### src/rtl/saikoro_pkg.sv
// Shared saikoro definitions: lamp patterns for each face, the reader FSM
// states, and the pattern-to-face decoder.
package saikoro_pkg;

  localparam logic [6:0] PAT_1 = 7'h01;
  localparam logic [6:0] PAT_2 = 7'h42;
  localparam logic [6:0] PAT_3 = 7'h43;
  localparam logic [6:0] PAT_4 = 7'h66;
  localparam logic [6:0] PAT_5 = 7'h67;
  localparam logic [6:0] PAT_6 = 7'h7E;

  typedef enum logic [1:0] {
    ARMED    = 2'd0,
    REPORT   = 2'd1,
    DISARMED = 2'd2
  } reader_state_e;

  // Returns 1..6 for a legal face pattern, 0 for anything else (including 00).
  function automatic logic [2:0] face_of(input logic [6:0] pattern);
    case (pattern)
      PAT_1:   return 3'd1;
      PAT_2:   return 3'd2;
      PAT_3:   return 3'd3;
      PAT_4:   return 3'd4;
      PAT_5:   return 3'd5;
      PAT_6:   return 3'd6;
      default: return 3'd0;
    endcase
  endfunction

endpackage

### src/rtl/saikoro_settle_det.sv
// Lamp-bus stability detector: flags every change and a single settle pulse
// once a pattern has been held for STABLE_CYCLES consecutive samples.
module saikoro_settle_det #(
  parameter int unsigned STABLE_CYCLES = 3
) (
  input  logic       ck,
  input  logic       reset,
  input  logic [6:0] lamp,
  output logic       change,
  output logic       settle
);

  localparam logic [7:0] STAB_SAT  = 8'(STABLE_CYCLES);
  localparam logic [7:0] STAB_LAST = 8'(STABLE_CYCLES - 1);

  logic [6:0] lamp_q;
  logic [7:0] stab_cnt;

  assign change = (lamp != lamp_q);
  // Saturating at STABLE_CYCLES makes settle a one-shot per held pattern.
  assign settle = !change && (stab_cnt == STAB_LAST);

  // NOTE: sequential state uses non-blocking assignments so every register
  // samples pre-edge values regardless of statement order.
  always_ff @(posedge ck) begin
    if (reset) begin
      lamp_q   <= '0;
      stab_cnt <= '0;
    end else begin
      lamp_q <= lamp;
      if (change)
        stab_cnt <= '0;
      else if (stab_cnt != STAB_SAT)
        stab_cnt <= stab_cnt + 8'd1;
    end
  end

endmodule

### src/rtl/saikoro_reader.sv
// Receive side of the saikoro die: waits for the lamp bus to settle, decodes
// the face, reports it on valid/ack and keeps saturating roll statistics.
module saikoro_reader
  import saikoro_pkg::*;
#(
  parameter int unsigned STABLE_CYCLES = 3,
  parameter int unsigned CNT_W         = 8
) (
  input  logic             ck,
  input  logic             reset,
  input  logic [6:0]       lamp,
  input  logic             ack,
  output logic             valid,
  output logic [2:0]       value,
  output logic             err,
  output logic             overrun,
  input  logic [2:0]       hist_sel,
  output logic [CNT_W-1:0] hist_cnt,
  output logic [CNT_W-1:0] total_cnt
);

  reader_state_e    state, state_next;
  logic             change, settle, changed;
  logic [2:0]       face;
  logic [CNT_W-1:0] hist [6];

  saikoro_settle_det #(.STABLE_CYCLES(STABLE_CYCLES)) u_settle (
    .ck     (ck),
    .reset  (reset),
    .lamp   (lamp),
    .change (change),
    .settle (settle)
  );

  // On a settle edge lamp equals lamp_q, so decoding the live bus is safe.
  assign face  = face_of(lamp);
  assign valid = (state == REPORT);

  always_ff @(posedge ck) begin
    if (reset) state <= ARMED;
    else       state <= state_next;
  end

  // NOTE: next state is defaulted first so no path leaves it unassigned,
  // which would otherwise infer a latch.
  always_comb begin
    state_next = state;
    case (state)
      ARMED:    if (settle) state_next = REPORT;
      REPORT:   if (ack)    state_next = (changed || change) ? ARMED : DISARMED;
      DISARMED: if (change) state_next = ARMED;
      default:  state_next = ARMED;
    endcase
  end

  // A change on the ack edge belongs to the next round, so it never raises overrun.
  always_ff @(posedge ck) begin
    if (reset) begin
      value   <= '0;
      err     <= 1'b0;
      overrun <= 1'b0;
      changed <= 1'b0;
    end else if (state == ARMED && settle) begin
      value <= face;
      err   <= (face == 3'd0);
    end else if (state == REPORT) begin
      if (ack) begin
        err     <= 1'b0;
        overrun <= 1'b0;
        changed <= 1'b0;
      end else if (change) begin
        overrun <= 1'b1;
        changed <= 1'b1;
      end
    end
  end

  // NOTE: the histogram is a register array, not RAM, because reset must
  // zero every entry synchronously.
  always_ff @(posedge ck) begin
    if (reset) begin
      for (int i = 0; i < 6; i++) hist[i] <= '0;
      total_cnt <= '0;
    end else if (state == ARMED && settle && face != 3'd0) begin
      for (int i = 0; i < 6; i++)
        if (face == 3'(i + 1) && hist[i] != '1) hist[i] <= hist[i] + CNT_W'(1);
      if (total_cnt != '1) total_cnt <= total_cnt + CNT_W'(1);
    end
  end

  always_comb begin
    case (hist_sel)
      3'd1:    hist_cnt = hist[0];
      3'd2:    hist_cnt = hist[1];
      3'd3:    hist_cnt = hist[2];
      3'd4:    hist_cnt = hist[3];
      3'd5:    hist_cnt = hist[4];
      3'd6:    hist_cnt = hist[5];
      default: hist_cnt = '0;
    endcase
  end

endmodule

### config.mk
export PLATFORM = sky130hd
export DESIGN_NAME = saikoro_reader
export DESIGN_NICKNAME = d
export VERILOG_FILES = /design/src/rtl/saikoro_pkg.sv /design/src/rtl/saikoro_settle_det.sv /design/src/rtl/saikoro_reader.sv
export SDC_FILE = /design/constraint.sdc
export NUM_CORES = 1
export LEC_CHECK = 0
export CAP_MARGIN = 5
export CELL_PAD_IN_SITES_DETAIL_PLACEMENT = 0
export CELL_PAD_IN_SITES_GLOBAL_PLACEMENT = 1
export CORE_ASPECT_RATIO = 1.25
export CORE_MARGIN = 4
export CORE_UTILIZATION = 40
export DETAILED_ROUTE_END_ITERATION = 6
export PLACE_DENSITY = 0.71
export RECOVER_POWER = 50
export SYNTH_ARGS = -nofsm -noshare
export SYNTH_HDL_FRONTEND = slang
export SYNTH_SLANG_ARGS = --single-unit
export TNS_END_PERCENT = 5
### constraint.sdc
create_clock -name ck -period 3.99 [get_ports ck]
set_clock_uncertainty 0.15 [all_clocks]
set_input_delay 0.9975 -clock ck [delete_from_list [all_inputs] [get_ports ck]]
set_output_delay 0.9975 -clock ck [all_outputs]
set_load 0.005 [all_outputs]
==> impl_metrics.yaml <==
cts:
  max-clock-path-buffers: 2
  cts_resized: 0
  clock_sinks: 78
  cts_tree: "done"
  cts.hold.buffers_added: 0
  post_cts_buffers: 0
  clock_latency_ns: 0.34
  htreeDepth: 3
  root_buffer: "clkbuf_16"
  clkTransAtPathRegs_ns: 0.06
  numCtsBuffers: 9
critical_path:
  worst_r2r_path_depth: 8
  cp.required_ns: 2.84
  crit_path_end_kind: "output pin"
  arrival_ns: 2.67
  crit_type: "primary input to output pin"
  crit_fanout: 4
  crit_path_start_kind: "primary input"
sta:
  min_period_over_period: 0.956
  setup_tns_ns: 0
  relSlewSlack: 0.441
  max_clock_freq_mhz: 262
  min_period_ns: 3.82
  holdWs_ns: 0.326
  slew_viol_final: 0
  rsz0062_at_grt: "false"
  worstMarginPinSlew_ns: 0.839
  hold_violations: 0
  setup_violations: 0
layout:
  nNetsFinal: 505
  area_growth_pct: 21.9
  n_fill_cell: 979
  antenna_cells: 0
  drive_gt1_frac: 0.0902
  layout_common_cells: "nor2_1, edfxtp_1, nand3_1, dfxtp_1, xnor2_1"
  final_common_cell: "nor2_1"
grt:
  grt_usage: 0.171
  grt_first_pass_wirelength_mm: 16.3
  overflow: 0
  grt_pass1_vias: 3170
  grt_max_degree: 20
  antenna_found_initial: 0
placement:
  place.gp.congestion: 0.797
  post-dp-hpwl_mm: 7.33
  io_buffers: 34
yosys:
  synthArstFlopShare: 0
  ys_ff_latch: 78
  yosysWarnings: 0
  ys_seq_area_frac: 0.485
  syn_area_sq_um: 4210
  synth_edf_count: 48
  yosys.cell_types.count: 44
  avgSynthCellArea_sq_um: 9.71
  ys.flop_type: "edfxtp_1"
  synth_nets: 456
  synth_cells: 434
worst_hold_path:
  hold_depth: 2
  hold_path.class: "register to register"
detailed_routing:
  routedWlPerCell_um: 16.2
  drcViolationCount: 0
  firstDrtPassIters: 4
  totalWireLength_mm: 9.99
  final_antenna_net_count: 0
  via_per_inst: 5.35
  drt-initial-drc-count: 146
  vias: 3304
pwr:
  total_leakage_power_nw: 1.90
  vdd.ir_drop.worst_mv: 0.192
  power.density_nw_per_um2: 370
die:
  io-pin-count: 35
  coreArea_sq_um: 10200
  initial_core_util: 0.413
  rows: 41
  die_h_um: 123
  dieWidth_um: 99.8
  fp.dieArea_sq_um: 12300
run:
  max_cap_violations: 0
run_status:
  status: "finished, final reports clean"
[synthesized netlist by cell type, types with 3 or more instances]
cell      count  area (sq um)
mux2i_1      11           110
a221oi_1      8          70.1
xnor2_1      29           254
a21oi_1      25           125
a31oi_1       5          31.3
and3_1       16           100
nand4_1       4          25.0
nor2b_1       9          56.3
xor2_1       23           201
buf_1         3          11.3
mux2_2        6          67.6
clkbuf_1     12          45.0
inv_1        11          41.3
o21bai_1      4          30.0
ha_1          9           113
nand3b_1      3          22.5
nor2_1       83           312
edfxtp_1     48          1440
or3_1         8          50.1
nand2_1      16          60.1
dfxtp_1      30           601
nand3_1      31           155
nand2b_1      5          31.3
o21ai_0       7          35.0
[metrics by stage]
| stage | power, mW | utilization | setup slack, ns | instances | cell area, sq um |
|---|---|---|---|---|---|
| final | 1.90 | 0.503 | 0.174 | 617 | 5140 |
| after global routing | 1.97 | 0.503 | 0.0544 | 617 | 5140 |
| after CTS | 1.92 | 0.501 | 0.00577 | 616 | 5110 |
| after detailed placement | 1.05 | 0.470 | 0.0197 | 600 | 4800 |
| after global placement | 1.05 | 0.470 | 0.0490 | 600 | 4800 |
| after floorplan | 0.988 | - | 0.695 | 434 | 4210 |
[cell families after synthesis]
group | Yosys count | share of synthesized area
and+or+nand+nor | 187 | 0.214
DFF | 78 | 0.485
AOI/OAI and AO/OA | 62 | 0.0950
xor gates and xnor gates | 52 | 0.108
buffers and inverters | 29 | 0.0297
muxes | 17 | 0.0422
adders and majority gates | 9 | 0.0267
[routing by layer]
metal	vias to the layer above	part of all wire	global-route usage
li1	1634	-	-
met1	1582	0.47	0.231
met2	69	0.47	0.268
met3	19	0.037	0.0375
met4	0	0.021	0.0666
met5	-	0	0
[worst paths after layout]
kind	slack, ns	end	start
max reg2reg	1.19	hist[5][5]	u_settle.stab_cnt[2]
min	0.33	value[2]	value[2]
min reg2reg	0.33	value[2]	value[2]
max	0.17	hist_cnt[3]	hist_sel[2]
[critical path: stages]
cell and delay (ns):
clkdlybuf4s50_1 0.49, buf_4 0.19, nor4b_1 0.28, a31oi_1 0.07
o21ai_0 0.11, clkdlybuf4s50_1 0.55
[power breakdown]
| part | switching [mW] | leakage (nW) | internal (mW) | total [mW] |
|---|---|---|---|---|
| logic | 0.0686 | 1.00 | 0.0711 | 0.140 |
| registers | 0.0256 | 0.739 | 0.875 | 0.900 |
| clock network | 0.337 | 0.155 | 0.523 | 0.861 |
[layout make-up]
type                    count  area, sq um  share of cell area
multi-input cells         327         2070               0.403
flip-flops and latches     78         2040               0.398
repair buffers             56          514               0.100
clock buffers              11          254              0.0495
well taps                 129          161              0.0314
clock inverters             5         55.1              0.0107
inverters                  11         41.3             0.00804
[flip-flops by register name, summed over array words and instances (netlist names)]
register           flops
changed                1
err                    1
hist                  48
state                  2
total_cnt              8
u_settle.lamp_q        7
u_settle.stab_cnt      8
value                  3
Note: power is estimated with default switching activity, not from simulation.
